==> config.mk <==
export PLATFORM = sky130hd
export DESIGN_NAME = bcd_serial_adder
export DESIGN_NICKNAME = d
export VERILOG_FILES = /design/src/rtl/bcd_pkg.sv /design/src/rtl/bcd_digit_cell.sv /design/src/rtl/bcd_serial_adder.sv
export SDC_FILE = /design/constraint.sdc
export NUM_CORES = 1
export LEC_CHECK = 0
export ABC_AREA = 1
export BUFFER_PORTS_ARGS = -buffer_cell sky130_fd_sc_hd__clkbuf_2
export CORE_MARGIN = 2
export CORE_UTILIZATION = 50
export CTS_CLUSTER_SIZE = 25
export DETAILED_ROUTE_END_ITERATION = 10
export PLACE_DENSITY = 0.78
export SLEW_MARGIN = 20
export SYNTH_ARGS = -nofsm -noshare
export SYNTH_HDL_FRONTEND = slang
export SYNTH_SLANG_ARGS = --single-unit
==> constraint.sdc <==
create_clock -name clk -period 4.35 [get_ports clk]
set_input_delay 0.87 -clock clk [delete_from_list [all_inputs] [get_ports clk]]
set_output_delay 0.87 -clock clk [all_outputs]
set_load 0.02 [all_outputs]
==> src/rtl/bcd_pkg.sv <==
// Shared types and constants for the serial packed-BCD adder.
package bcd_pkg;

    typedef enum logic [1:0] {
        IDLE,
        RUN,
        DONE
    } state_t;

    localparam int DIGIT_W = 4;
    localparam int BCD_MAX = 9;
    localparam int BCD_ADJ = 6;

endpackage

==> src/rtl/bcd_digit_cell.sv <==
// Combinational single-digit BCD add with decimal adjust.
module bcd_digit_cell
    import bcd_pkg::*;
(
    input  logic [DIGIT_W-1:0] a,
    input  logic [DIGIT_W-1:0] b,
    input  logic               ci,
    output logic [DIGIT_W-1:0] digit,
    output logic               co
);

    localparam int T_W = DIGIT_W + 1;

    logic [T_W-1:0] t;

    // Binary sum reaches at most 19; anything above 9 wraps by adding 6.
    always_comb begin
        t     = {1'b0, a} + {1'b0, b} + {{DIGIT_W{1'b0}}, ci};
        co    = (t > T_W'(BCD_MAX));
        digit = co ? DIGIT_W'(t + T_W'(BCD_ADJ)) : t[DIGIT_W-1:0];
    end

endmodule

==> src/rtl/bcd_serial_adder.sv <==
// Multi-digit packed-BCD adder, one digit per clock through a shared digit cell.
// Define BCD_CHECK_EN to flag operands containing digits above 9 on err.
module bcd_serial_adder
    import bcd_pkg::*;
#(
    parameter int DIGITS = 4
) (
    input  logic                    clk,
    input  logic                    rst,
    input  logic                    in_valid,
    output logic                    in_ready,
    input  logic [DIGIT_W*DIGITS-1:0] a,
    input  logic [DIGIT_W*DIGITS-1:0] b,
    input  logic                    cin,
    output logic                    out_valid,
    input  logic                    out_ready,
    output logic [DIGIT_W*DIGITS-1:0] sum,
    output logic                    cout,
    output logic                    err
);

    localparam int W     = DIGIT_W * DIGITS;
    localparam int IDX_W = (DIGITS > 1) ? $clog2(DIGITS) : 1;
    localparam logic [IDX_W-1:0] LAST = IDX_W'(DIGITS - 1);

    state_t             state;
    state_t             state_nxt;
    logic [IDX_W-1:0]   idx;
    logic               c;
    logic [W-1:0]       a_r;
    logic [W-1:0]       b_r;
    logic [W-1:0]       sum_r;
    logic               cout_r;
    logic               accept;
    logic [DIGIT_W-1:0] cell_a;
    logic [DIGIT_W-1:0] cell_b;
    logic [DIGIT_W-1:0] cell_d;
    logic               cell_co;

    assign accept = in_valid && (state == IDLE);
    assign cell_a = a_r[DIGIT_W*idx +: DIGIT_W];
    assign cell_b = b_r[DIGIT_W*idx +: DIGIT_W];

    bcd_digit_cell u_cell (
        .a     (cell_a),
        .b     (cell_b),
        .ci    (c),
        .digit (cell_d),
        .co    (cell_co)
    );

    always_ff @(posedge clk) begin
        if (rst) begin
            state <= IDLE;
        end else begin
            state <= state_nxt;
        end
    end

    always_comb begin
        state_nxt = state;
        case (state)
            IDLE:    if (in_valid)     state_nxt = RUN;
            RUN:     if (idx == LAST)  state_nxt = DONE;
            DONE:    if (out_ready)    state_nxt = IDLE;
            default:                   state_nxt = IDLE;
        endcase
    end

    // Operand holding registers carry no reset; they are reloaded on every accept.
    always_ff @(posedge clk) begin
        if (accept) begin
            a_r <= a;
            b_r <= b;
        end
    end

    always_ff @(posedge clk) begin
        if (rst) begin
            idx    <= '0;
            c      <= 1'b0;
            sum_r  <= '0;
            cout_r <= 1'b0;
        end else begin
            case (state)
                IDLE: begin
                    if (in_valid) begin
                        c     <= cin;
                        idx   <= '0;
                        sum_r <= '0;
                    end
                end
                RUN: begin
                    sum_r[DIGIT_W*idx +: DIGIT_W] <= cell_d;
                    c <= cell_co;
                    if (idx == LAST) begin
                        cout_r <= cell_co;
                    end else begin
                        idx <= idx + 1'b1;
                    end
                end
                default: ;
            endcase
        end
    end

`ifdef BCD_CHECK_EN
    logic bad_digit;
    logic err_r;

    always_comb begin
        bad_digit = 1'b0;
        for (int i = 0; i < DIGITS; i++) begin
            if ((a[DIGIT_W*i +: DIGIT_W] > DIGIT_W'(BCD_MAX)) ||
                (b[DIGIT_W*i +: DIGIT_W] > DIGIT_W'(BCD_MAX))) begin
                bad_digit = 1'b1;
            end
        end
    end

    always_ff @(posedge clk) begin
        if (rst) begin
            err_r <= 1'b0;
        end else if (accept) begin
            err_r <= bad_digit;
        end
    end

    assign err = err_r;
`else
    assign err = 1'b0;
`endif

    assign in_ready  = (state == IDLE);
    assign out_valid = (state == DONE);
    assign sum       = sum_r;
    assign cout      = cout_r;

endmodule

==> results.txt, run 1 <==
----------------------------------------------------
[Run status]
  Outcome ... complete, no violations

[Finish]
  Leading cell type in the layout, fill and taps excluded ... sky130_fd_sc_hd__clkbuf_2
  Signed area change from the synthesized netlist to the final layout ... 18.15%
  Share of final-layout standard cells stronger than drive strength 1 ... 0.2903
  Most frequent cells in the layout ... sky130_fd_sc_hd__clkbuf_2 (55), sky130_fd_sc_hd__edfxtp_1 (32), sky130_fd_sc_hd__nand2_1 (31), sky130_fd_sc_hd__nor2_1 (30), sky130_fd_sc_hd__inv_1 (23)
  ANT cells ... 0
  FILL cells ... 395
  Final Instance Area ... 2965 sq um
  Final nets ... 356

[Worst setup path]
  CP arrival ... 3.80 ns
  Kind of launch point of the worst setup path ... flop
  Required time at the endpoint of the critical path ... 4.58 ns
  Critical path endpoint category ... flop
  Crit Path Class ... reg -> reg
  Highest fanout seen on the critical path ... 21

[Pwr]
  Sequential fraction of design power ... 0.420
  Static power due to leakage ... 1.230 nW
  Switching component of the power ... 0.4627 mW
  Int Power ... 0.9474 mW
  Clock share of power ... 0.272
  Net switching fraction of the power ... 0.3281
  Power density cells ... 475.5 nW/um^2
  Highest ir drop seen on vdd ... 0.0002444 V
  Comb pwr share ... 0.309

[Synth]
  Synthesis-stage register bit count ... 54
  Number of warning messages in the yosys log ... 0
  Cells after synthesis ... 254
  Sequential-to-total area share from yosys stat ... 0.5583
  Nets in the synthesized netlist ... 301
  Avg Inst Size Synth ... 9.882 sq um
  Number of different library cells in the post-synthesis netlist ... 32
  Cell Area, Synth ... 2510 sq um

[Clock network]
  Post-CTS clock slew at the launch and capture registers of the worst setup and hold paths ... 0.09 ns
  Maximum count of clock buffers along a single path ... 2
  Max H-tree Level ... 2
  CTS buffer count ... 5
  Buffer count from post-CTS setup fixing ... 0
  Worst-Skew Late Latency ... 0.30 ns
  Clock tree root buffer cell ... sky130_fd_sc_hd__clkbuf_8
  Sinks on the clock net ... 54
  Resize count post-CTS ... 0
  TritonCTS clock tree ... yes
  Hold-fix buffer count after cts ... 0

[Place]
  Detailed-placement wirelength estimate ... 3489 microns
  Placement-stage cell area ... 2833 sq um
  Number of buffers inserted by port buffering ... 55
  Global placer's final weighted congestion ... 0.8237

[Die]
  Width of the chip ... 74.85 microns
  Number of rows in the core area ... 25
  Number of I/O pins ... 57
  Y dimension of the die ... 74.85 microns
  Core Box Area ... 4786 sq um
  Initial standard-cell utilization of the core ... 0.5244
  Area of the die ... 5603 sq um

[Timing]
  Final slew viol count ... 0
  Final cycle utilization of the critical path ... 0.8193
  Hold violation total from the final report ... 0
  Slew Limit Headroom ... 0.5702
  Final-report setup violation count ... 0
  Top achievable clock speed ... 0.2806 GHz
  Post-layout minimum cycle time ... 3.564 ns
  Actual slew at the worst max-slew pin ... 0.6438 ns
  Sum of negative setup slack ... 0 ns
  Clock Skew ... 0.004337 ns
  Setup repair after global routing missed its margin ... false

[Run]
  Max capacitance violation total ... 0

[Global routing]
  Pin count of the biggest net entering global routing ... 34
  Number of global-route vias before repair ... 1756
  Number of antenna violations at the first check in global routing ... 0
  Overall fraction of global-route tracks in use ... 0.1798
  Sum of overflow across all layers after global routing ... 0
  Global-route wire length before repair ... 7631 microns

[Route]
  Vias per cell ... 4.979
  Post-route ant nets ... 0
  Wirelength per Cell ... 12.19 microns
  Via count ... 1877
  Final routed wirelength across all metal layers ... 4596 microns
  Remaining DRCs ... 0
  Number of detailed-routing iterations run before antenna repair ... 4
  Drt initial violations ... 62

[Min path]
  Min-Delay Path Class ... reg -> reg

----------------------------------------------------
[layout make-up]
type,instances,area (sq um),share of cell area
inverters,30,112.6,0.03797
clock inverters,3,63.81,0.02152
well taps,67,83.83,0.02827
flip-flops and latches,54,1401,0.4726
repair buffers,56,282.8,0.09536
clock buffers,5,68.82,0.02321
multi-input cells,162,952.2,0.3211
[sequential cells by signal, summed over array words and instances (netlist names)]
register / flops
a_r: 16
b_r: 16
sum: 16
idx: 2
state: 2
c: 1
cout: 1
[Yosys cell counts, drive strengths merged]
library cell | number | area (sq um)
o22ai | 8 | 50.05
nand3 | 14 | 80.08
a31oi | 1 | 6.260
nor2 | 32 | 130.1
conb | 1 | 3.750
edfxtp | 32 | 960.9
ha | 8 | 100.1
nand2 | 41 | 188.9
fa | 2 | 40.04
inv | 29 | 108.9
a21oi | 21 | 112.6
buf | 5 | 32.53
clkbuf | 3 | 11.26
nand4 | 6 | 43.79
a211oi | 2 | 15.01
nand3b | 1 | 7.510
nor3 | 2 | 26.28
clkinv | 1 | 3.750
o21ai | 21 | 105.1
nor4 | 2 | 42.54
dfxtp | 22 | 440.4
[per-layer routing]
layer  vias up  global-route usage  part of all wire
li1        971                   -                 -
met4         0             0.05556            0.0065
met5         -                   0                 0
met3         4             0.03748             0.045
met1       849              0.2305              0.47
met2        53              0.3070              0.47
[worst max-delay path, cell delays in order (launching register included)]
cell,delay (ns)
sky130_fd_sc_hd__dfxtp_1,0.73
sky130_fd_sc_hd__inv_2,0.29
sky130_fd_sc_hd__o21ai_0,0.23
sky130_fd_sc_hd__o22ai_1,0.12
sky130_fd_sc_hd__fa_1,0.46
sky130_fd_sc_hd__fa_1,0.54
sky130_fd_sc_hd__inv_1,0.08
sky130_fd_sc_hd__ha_1,0.20
sky130_fd_sc_hd__inv_1,0.09
sky130_fd_sc_hd__nor2_1,0.05
sky130_fd_sc_hd__a21oi_2,0.12
sky130_fd_sc_hd__nand2_2,0.10
sky130_fd_sc_hd__nand2_4,0.10
sky130_fd_sc_hd__nand2_2,0.06
sky130_fd_sc_hd__nand2_2,0.09
sky130_fd_sc_hd__nand4_1,0.09
sky130_fd_sc_hd__a21oi_1,0.15
[cell families after synthesis]
kind of cell               count (synthesis)  share of synthesized area
DFF                                       54                     0.5583
buffers and inverters                     38                    0.06231
other                                      1                   0.001494
AOI/OAI and AO/OA                         53                     0.1152
adders and majority gates                 10                    0.05583
and+or+nand+nor                           98                     0.2069
[power groups by stage]
stage	registers (mW)	logic, mW	clock network [mW]
2_1_floorplan	0.604	0.338	0
3_3_place_gp	0.603	0.418	0
3_5_place_dp	0.604	0.433	0
4_1_cts	0.592	0.435	0.389
5_1_grt	0.596	0.486	0.410
6_report	0.592	0.435	0.383
[through the flow]
step           hold slack, ns    util  cells  setup slack [ns]  power [mW]
4_1_cts                0.4656  0.6196    377            0.8037       1.417
3_3_place_gp           0.4497  0.5919    369            0.9560       1.021
5_1_grt                0.4840  0.6196    377            0.3740       1.492
6_report               0.4611  0.6196    377            0.7862       1.410
3_5_place_dp           0.4522  0.5919    369            0.8355       1.037
2_1_floorplan          0.5068       -    254             1.370      0.9417
[worst paths after layout]
path	startpoint	to	slack, ns	cells past startpoint
worst max-delay path	idx[0]$_SDFFE_PP0P_	sum[13]$_SDFFE_PP0P_	0.79	16
worst min-delay path	sum[12]$_SDFFE_PP0P_	sum[12]$_SDFFE_PP0P_	0.46	2
worst max register to register	idx[0]$_SDFFE_PP0P_	sum[13]$_SDFFE_PP0P_	0.79	16
worst min register to register	sum[12]$_SDFFE_PP0P_	sum[12]$_SDFFE_PP0P_	0.46	2
Power figures use the tool's default switching activity.
==> run 2, diff against run 1 <==
- ABC_AREA: 1 -> 0
- CORE_UTILIZATION: 50 -> 47
- PLACE_DENSITY: 0.78 -> 0.77
- clock period: 4.35 -> 3 ns (I/O delays scaled with it)
==> run 2 against run 1 <==
Sequential share of layout area grew 1.1 points; non-clock buffer count is 8 higher; combinational power fell by 3%; first-iteration DRC count decreased by 24%.
==> results.txt, run 2 <==
----------------------------------------------------
[Run status]
  Outcome ... complete, no violations

[Die]
  Number of rows in the core area ... 25 (unchanged)
  Number of I/O pins ... 57 (unchanged)
  Width of the chip ... 74.88 microns (about the same)
  Area of the die ... 5606 sq um (about the same)
  Core Box Area ... 4786 sq um (unchanged)
  Y dimension of the die ... 74.88 microns (about the same)
  Initial standard-cell utilization of the core ... 0.4933 (-0.03111)

[Place]
  Pre-CTS setup slack ... -0.06467 ns (-0.9001 ns)
  Global placer's final weighted congestion ... 0.7947 (-3.5%)
  Number of buffers inserted by port buffering ... 55 (unchanged)
  Detailed-placement wirelength estimate ... 3121 microns (-11%)
  Placement-stage cell area ... 2746 sq um (-3.0%)

[Synth]
  Area contributors post-synth ... sky130_fd_sc_hd__edfxtp_1 (41%), sky130_fd_sc_hd__dfxtp_1 (19%), sky130_fd_sc_hd__mux4_2 (7.6%)
  Xor/xnor share of the synthesized area ... 0.007419 (+0.007419)
  Largest area contributor in the netlist ... sky130_fd_sc_hd__edfxtp_1
  Synthesized-area fraction occupied by ao, oa, aoi and oai cells ... 0.1155 (+0.0003728)
  Top FF cell, synth ... sky130_fd_sc_hd__edfxtp_1
  Share of synthesized flip-flops with an asynchronous set or reset ... 0 (unchanged)
  Number of warning messages in the yosys log ... 0 (unchanged)
  EDFF count, synth ... 32 (unchanged)
  Combinational family with the most area after synthesis ... simple AND/OR/NAND/NOR gates
  Simple-gate area share of the yosys netlist ... 0.1187 (-0.08817)
  Avg Inst Size Synth ... 13.04 sq um (+32%)
  Sequential-to-total area share from yosys stat ... 0.5935 (+0.03521)
  Number of different library cells in the post-synthesis netlist ... 36 (+13%)
  Nets in the synthesized netlist ... 228 (-24%)
  Area share of fa/ha/maj cells after synthesis ... 0.05935 (+0.003521)
  Cell Area, Synth ... 2361 sq um (-5.9%)
  Fraction of synthesized cell area taken by the top area cell type ... 0.4070 (+0.02414)
  Fraction of synthesized area in multiplexers ... 0.08108 (+0.08108)
  Most repeated cell in the gate-level netlist after synthesis ... sky130_fd_sc_hd__edfxtp_1
  Cells after synthesis ... 181 (-29%)
  Synthesis-stage register bit count ... 54 (unchanged)
  Commonest cells in the synthesized netlist ... sky130_fd_sc_hd__edfxtp_1 (32), sky130_fd_sc_hd__dfxtp_1 (22), sky130_fd_sc_hd__nor2_1 (18)

[Timing]
  Tightest hold margin ... 0.4579 ns (-0.003183 ns)
  PnR worst setup slack ... 0.02818 ns (-0.7580 ns)
  Final slew viol count ... 0 (unchanged)
  Post-layout minimum cycle time ... 2.972 ns (-0.5920 ns)
  Final-report setup violation count ... 0 (unchanged)
  Final cycle utilization of the critical path ... 0.9906 (+0.1713)
  Setup repair after global routing missed its margin ... true
  Sum of negative setup slack ... 0 ns (unchanged)
  Top achievable clock speed ... 0.3365 GHz (+20%)
  Hold violation total from the final report ... 0 (unchanged)
  Clock Skew ... 0.006549 ns (+0.002212 ns)

[Route]
  Via count ... 1580 (-16%)
  Remaining DRCs ... 0 (unchanged)
  Vias per cell ... 5.080 (+2.0%)
  Number of detailed-routing iterations run before antenna repair ... 4 (unchanged)
  Drt initial violations ... 47 (-24%)
  Wirelength per Cell ... 13.00 microns (+6.6%)
  Post-route ant nets ... 0 (unchanged)
  Final routed wirelength across all metal layers ... 4043 microns (-12%)

[Global routing]
  Number of global-route vias before repair ... 1476 (-16%)
  Sum of overflow across all layers after global routing ... 0 (unchanged)
  Pin count of the biggest net entering global routing ... 36 (+5.9%)
  Number of antenna violations at the first check in global routing ... 0 (unchanged)
  Global-route wire length before repair ... 6789 microns (-11%)
  Overall fraction of global-route tracks in use ... 0.1620 (-0.01779)

[Finish]
  Share of final-layout standard cells stronger than drive strength 1 ... 0.3934 (+0.1031)
  Signed area change from the synthesized netlist to the final layout ... 22.95%
  Final Instance Area ... 2903 sq um (-2.1%)
  Most frequent cells in the layout ... sky130_fd_sc_hd__clkbuf_2 (55), sky130_fd_sc_hd__edfxtp_1 (32), sky130_fd_sc_hd__dfxtp_1 (21), sky130_fd_sc_hd__nor2_1 (17), sky130_fd_sc_hd__nand2_1 (15)
  ANT cells ... 0 (unchanged)
  FILL cells ... 395 (unchanged)
  Leading cell type in the layout, fill and taps excluded ... sky130_fd_sc_hd__clkbuf_2
  Final nets ... 290 (-19%)

[Pwr]
  Switching component of the power ... 0.4621 mW (-0.13%)
  Sequential fraction of design power ... 0.505 (+0.085)
  Clock share of power ... 0.241 (-0.031)
  Net switching fraction of the power ... 0.2780 (-0.05013)
  Highest ir drop seen on vdd ... 0.0003260 V (+33%)
  Static power due to leakage ... 1.170 nW (-4.9%)
  Int Power ... 1.200 mW (+27%)
  Power density cells ... 572.6 nW/um^2 (+20%)
  Comb pwr share ... 0.255 (-0.054)

[Clock network]
  Max H-tree Level ... 2 (unchanged)
  Clock tree root buffer cell ... sky130_fd_sc_hd__clkbuf_8
  Sinks on the clock net ... 54 (unchanged)
  Post-CTS clock slew at the launch and capture registers of the worst setup and hold paths ... 0.10 ns (about the same)
  Maximum count of clock buffers along a single path ... 2 (unchanged)
  TritonCTS clock tree ... yes
  Hold-fix buffer count after cts ... 0 (unchanged)
  CTS buffer count ... 5 (unchanged)
  Worst-Skew Late Latency ... 0.31 ns (about the same)

[Worst setup path]
  Reg2Reg Setup Slack ... 0.03 ns (-0.76 ns)
  Crit Path Class ... reg -> reg
  Highest fanout seen on the critical path ... 4 (-81%)
  Critical path endpoint category ... flop
  CP arrival ... 3.20 ns (-0.60 ns)
  Required time at the endpoint of the critical path ... 3.23 ns (-1.35 ns)
  Kind of launch point of the worst setup path ... flop

[Min path]
  Min-Delay Path Class ... reg -> reg

[Run]
  Max capacitance violation total ... 0 (unchanged)

----------------------------------------------------
run 2: final timing paths:
check	end	cells past startpoint	from
worst min register to register	sum[2]$_SDFFE_PP0P_	2	sum[2]$_SDFFE_PP0P_
worst min-delay path	sum[2]$_SDFFE_PP0P_	2	sum[2]$_SDFFE_PP0P_
worst max-delay path	sum[6]$_SDFFE_PP0P_	9	idx[0]$_SDFFE_PP0P_
worst max register to register	sum[6]$_SDFFE_PP0P_	9	idx[0]$_SDFFE_PP0P_
run 2: per-layer routing:
metal | global-route usage | vias to the layer above | part of all wire
met1 | 0.2192 | 730 | 0.46
met4 | 0.05357 | 0 | 0.015
li1 | - | 795 | -
met2 | 0.2524 | 49 | 0.46
met3 | 0.04819 | 6 | 0.063
met5 | 0 | - | 0
run 2: through the flow:
step	total power, mW	cells	utilization
finish	1.662	311	0.6065
global route	1.748	311	0.6065
CTS	1.620	309	0.5953
detailed placement	1.211	300	0.5739
global placement	1.203	300	0.5739
floorplan	1.120	181	-
run 2: timing repair:
item | 4_1_cts | 5_1_grt
pin swaps | 0 | 1
hold endpoints to repair | 0 | 0
gates resized for setup | 2 | 6
setup buffers | 1 | 2
setup endpoints to repair | 10 | 12
run 2: kinds of logic after synthesis:
| family | after synthesis |
|---|---|
| DFF | 54 |
| xor gates and xnor gates | 2 |
| AOI/OAI and AO/OA | 35 |
| other | 1 |
| and+or+nand+nor | 57 |
| adders and majority gates | 10 |
| buffers and inverters | 13 |
| muxes | 9 |
run 2: worst max-delay path, stage by stage (launching register included):
cell and delay (ns):
sky130_fd_sc_hd__dfxtp_4 0.38, sky130_fd_sc_hd__mux4_2 0.52, sky130_fd_sc_hd__fa_2 0.39, sky130_fd_sc_hd__fa_2 0.38, sky130_fd_sc_hd__xnor2_2 0.19, sky130_fd_sc_hd__ha_2 0.25
sky130_fd_sc_hd__nand2b_4 0.06, sky130_fd_sc_hd__a41oi_4 0.15, sky130_fd_sc_hd__mux2_4 0.36, sky130_fd_sc_hd__o31ai_2 0.22
run 2: layout make-up:
type / count / area, sq um / share of cell area
flip-flops and latches: 54 / 1405 / 0.4841
multi-input cells: 114 / 967.2 / 0.3332
repair buffers: 64 / 342.8 / 0.1181
well taps: 67 / 83.83 / 0.02888
clock buffers: 5 / 68.82 / 0.02371
clock inverters: 3 / 20.02 / 0.006897
inverters: 4 / 15.01 / 0.005172
run 2: power groups by stage:
stage | sequential (mW) | combinational [mW] | clock [mW]
3_3_place_gp | 0.856 | 0.347 | 0
4_1_cts | 0.840 | 0.366 | 0.414
5_1_grt | 0.844 | 0.464 | 0.441
6_report | 0.839 | 0.423 | 0.400
3_5_place_dp | 0.858 | 0.353 | 0
2_1_floorplan | 0.859 | 0.260 | 0
==> run 3, diff against run 2 <==
- BUFFER_PORTS_ARGS: -buffer_cell sky130_fd_sc_hd__clkbuf_2 -> unset
- CORE_UTILIZATION: 47 -> 50
- DONT_BUFFER_PORTS: unset -> 1
- PLACE_DENSITY: 0.77 -> 0.71
==> run 3 against run 2 <==
The run now ends with setup timing left; final area fell by 6.9%; utilization rose by 0.19 points; worst setup slack worse by 0.067 ns; combinational power increased by 4%; clock-buffer cell count did not move; cell count is 21% lower; largest cell class unchanged; critical path depth unchanged; clock skew up 0.0058 ns; wire length is 6.2% higher; flip-flop and latch count unchanged; highest routed layer unchanged; sequential power increased by 1%.
==> results.txt, run 3 (synthesis gave the netlist of run 2 again) <==
----------------------------------------------------
[Run status]
  Outcome ... complete, but fails checks
  Violated checks ... setup timing

[Finish]
  Final core utilization ... 0.6084 (+0.001854)
  FILL cells ... 345 (-13%)
  Most frequent cells in the layout ... sky130_fd_sc_hd__edfxtp_1 (32), sky130_fd_sc_hd__dfxtp_1 (21), sky130_fd_sc_hd__nor2_1 (17), sky130_fd_sc_hd__nand2_1 (15), sky130_fd_sc_hd__buf_4 (12)
  Share of final-layout standard cells stronger than drive strength 1 ... 0.2642 (-0.1292)
  Final nets ... 239 (-18%)
  Signed area change from the synthesized netlist to the final layout ... 14.52%
  Post-route insts no fill ... 245 (-21%)
  Leading cell type in the layout, fill and taps excluded ... sky130_fd_sc_hd__edfxtp_1
  ANT cells ... 0 (unchanged)

[Place]
  Number of buffers inserted by port buffering ... 0 (-100%)
  Global placer's final weighted congestion ... 0.8411 (+5.8%)
  Detailed-placement wirelength estimate ... 3111 microns (-0.33%)
  Placed Cells incl. Taps ... 231 (-23%)

[Timing]
  Actual slew at the worst max-slew pin ... 0.5624 ns
  Top achievable clock speed ... 0.3290 GHz (-2.2%)
  Hold violation total from the final report ... 0 (unchanged)
  Clock Skew ... 0.01236 ns (+0.005811 ns)
  Setup repair after global routing missed its margin ... true
  PnR worst setup slack ... -0.03928 ns (-0.06745 ns)
  Final-report setup violation count ... 4 (+4)
  Final cycle utilization of the critical path ... 1.013 (+0.02248)
  Sum of negative setup slack ... -0.07200 ns (-0.07200 ns)
  Slew Limit Headroom ... 0.6216
  Post-layout minimum cycle time ... 3.039 ns (+0.06745 ns)
  Final slew viol count ... 0 (unchanged)

[Route]
  Number of detailed-routing iterations run before antenna repair ... 4 (unchanged)
  Remaining DRCs ... 0 (unchanged)
  Post-route ant nets ... 0 (unchanged)
  Final routed wirelength across all metal layers ... 4295 microns (+6.2%)
  Drt initial violations ... 86 (+83%)
  Via count ... 1488 (-5.8%)
  Wirelength per Cell ... 17.53 microns (+35%)
  Vias per cell ... 6.073 (+20%)

[Global routing]
  Number of antenna violations at the first check in global routing ... 0 (unchanged)
  Global-route wire length before repair ... 6789 microns (unchanged)
  Pin count of the biggest net entering global routing ... 36 (unchanged)
  Number of global-route vias before repair ... 1559 (+5.6%)
  Overall fraction of global-route tracks in use ... 0.1692 (+0.007169)
  Sum of overflow across all layers after global routing ... 0 (unchanged)

[Worst setup path]
  Highest fanout seen on the critical path ... 4 (unchanged)
  Crit Path Class ... reg -> reg
  Worst R2R Start ... idx[0]$_SDFFE_PP0P_
  Required time at the endpoint of the critical path ... 3.22 ns (about the same)
  Critical path endpoint category ... flop
  CP arrival ... 3.26 ns (+0.06 ns)
  Reg-to-reg critical path endpoint ... sum[14]$_SDFFE_PP0P_
  Number of cells traversed by the worst register-to-register path ... 9 (unchanged)
  Reg2Reg Setup Slack ... -0.04 ns (-0.07 ns)
  Kind of launch point of the worst setup path ... flop

[Die]
  Y dimension of the die ... 72.72 microns (-2.9%)
  Number of I/O pins ... 57 (unchanged)
  Number of rows in the core area ... 24 (-4.0%)
  Core Box Area ... 4444 sq um (-7.1%)
  Area of the die ... 5287 sq um (-5.7%)
  Width of the chip ... 72.72 microns (-2.9%)
  Initial standard-cell utilization of the core ... 0.5312 (+0.03792)

[Clock network]
  Worst-Skew Late Latency ... 0.30 ns (about the same)
  Sinks on the clock net ... 54 (unchanged)
  Hold-fix buffer count after cts ... 0 (unchanged)
  Maximum count of clock buffers along a single path ... 2 (unchanged)
  TritonCTS clock tree ... yes
  Max H-tree Level ... 2 (unchanged)
  CTS buffer count ... 5 (unchanged)
  Clock tree root buffer cell ... sky130_fd_sc_hd__clkbuf_8
  Post-CTS clock slew at the launch and capture registers of the worst setup and hold paths ... 0.10 ns (about the same)

[Min path]
  Hold path endpoint ... sum[0]$_SDFFE_PP0P_
  Min-Delay Path Class ... in -> reg
  Worst Min Path Start ... rst
  Cells on Worst Hold Path ... 1 (-1)

[Pwr]
  Power density cells ... 650.0 nW/um^2 (+14%)
  Highest ir drop seen on vdd ... 0.0003965 V (+22%)
  Power after layout ... 1.757 mW (+5.7%)
  Static power due to leakage ... 0.9759 nW (-17%)

[Run]
  Max capacitance violation total ... 0 (unchanged)

----------------------------------------------------
==> run 3: cell count changes in the layout (fill, tap and decap cells not counted), sizes merged <==
| cell | delta |
|---|---|
| clkinv | +1 |
| bufinv | +1 |
| clkbuf | -55 |
| inv | -1 |
| clkinvlp | -1 |
| buf | +4 |
==> run 3: critical path, cell delays in order (launching register included) <==
cell and delay, ns:
sky130_fd_sc_hd__dfxtp_4 0.37, sky130_fd_sc_hd__mux4_2 0.52, sky130_fd_sc_hd__fa_2 0.40, sky130_fd_sc_hd__fa_2 0.38
sky130_fd_sc_hd__xnor2_2 0.18, sky130_fd_sc_hd__buf_4 0.15, sky130_fd_sc_hd__nand3_2 0.11, sky130_fd_sc_hd__a41oi_4 0.23
sky130_fd_sc_hd__mux2_4 0.37, sky130_fd_sc_hd__o31ai_2 0.24
==> run 3: where the power goes <==
group | internal (mW) | total (mW) | switching (mW) | leakage (nW)
clock network | 0.246 | 0.472 | 0.226 | 0.0579
logic | 0.217 | 0.438 | 0.221 | 0.434
registers | 0.824 | 0.847 | 0.0234 | 0.484
total | 1.29 | 1.76 | 0.471 | 0.976
==> run 3: metrics by stage <==
step           area [sq um]  hold slack (ns)  setup WS [ns]
2_1_floorplan          2399           0.5296       -0.09222
3_3_place_gp           2460           0.5518        0.05778
3_5_place_dp           2460           0.5574        -0.1200
4_1_cts                2663           0.3480        -0.1105
5_1_grt                2704           0.3430       -0.09504
6_report               2704           0.3513       -0.03928
==> run 3: area by class of cell <==
cell class | count | area [sq um] | share of cell area
Multi-Input combinational cell | 114 | 1008 | 0.3730
Tap cell | 52 | 65.06 | 0.02406
Sequential cell | 54 | 1405 | 0.5197
Clock inverter | 3 | 40.04 | 0.01481
Timing Repair Buffer | 13 | 101.3 | 0.03748
Inverter | 4 | 15.01 | 0.005553
Clock buffer | 5 | 68.82 | 0.02545
==> run 3: worst max path at each step <==
stage	startpoint	endpoint	slack, ns
after floorplan	idx[0]$_SDFFE_PP0P_	sum[10]$_SDFFE_PP0P_	-0.09
after global placement	idx[0]$_SDFFE_PP0P_	sum[10]$_SDFFE_PP0P_	0.06
after detailed placement	idx[0]$_SDFFE_PP0P_	sum[6]$_SDFFE_PP0P_	-0.12
after CTS	idx[0]$_SDFFE_PP0P_	sum[14]$_SDFFE_PP0P_	-0.11
after global routing	idx[0]$_SDFFE_PP0P_	sum[14]$_SDFFE_PP0P_	-0.1
final	idx[0]$_SDFFE_PP0P_	sum[14]$_SDFFE_PP0P_	-0.04
==> run 3: metal layers <==
layer,share of wire,global-route usage,wire (microns),up-vias
li1,-,-,-,688
met1,0.40,0.1887,1706,728
met2,0.52,0.3071,2249,62
met3,0.063,0.04972,270,10
met4,0.016,0.05761,68,0
met5,0,0,0,-
==> run 3: timing repair <==
item | 4_1_cts | 5_1_grt
cloned | 0 | 0
gates resized for setup | 9 | 6
pin swaps | 5 | 5
endpoints found under the hold margin | 0 | 0
setup endpoints to repair | 8 | 13
buffers inserted | 6 | 0
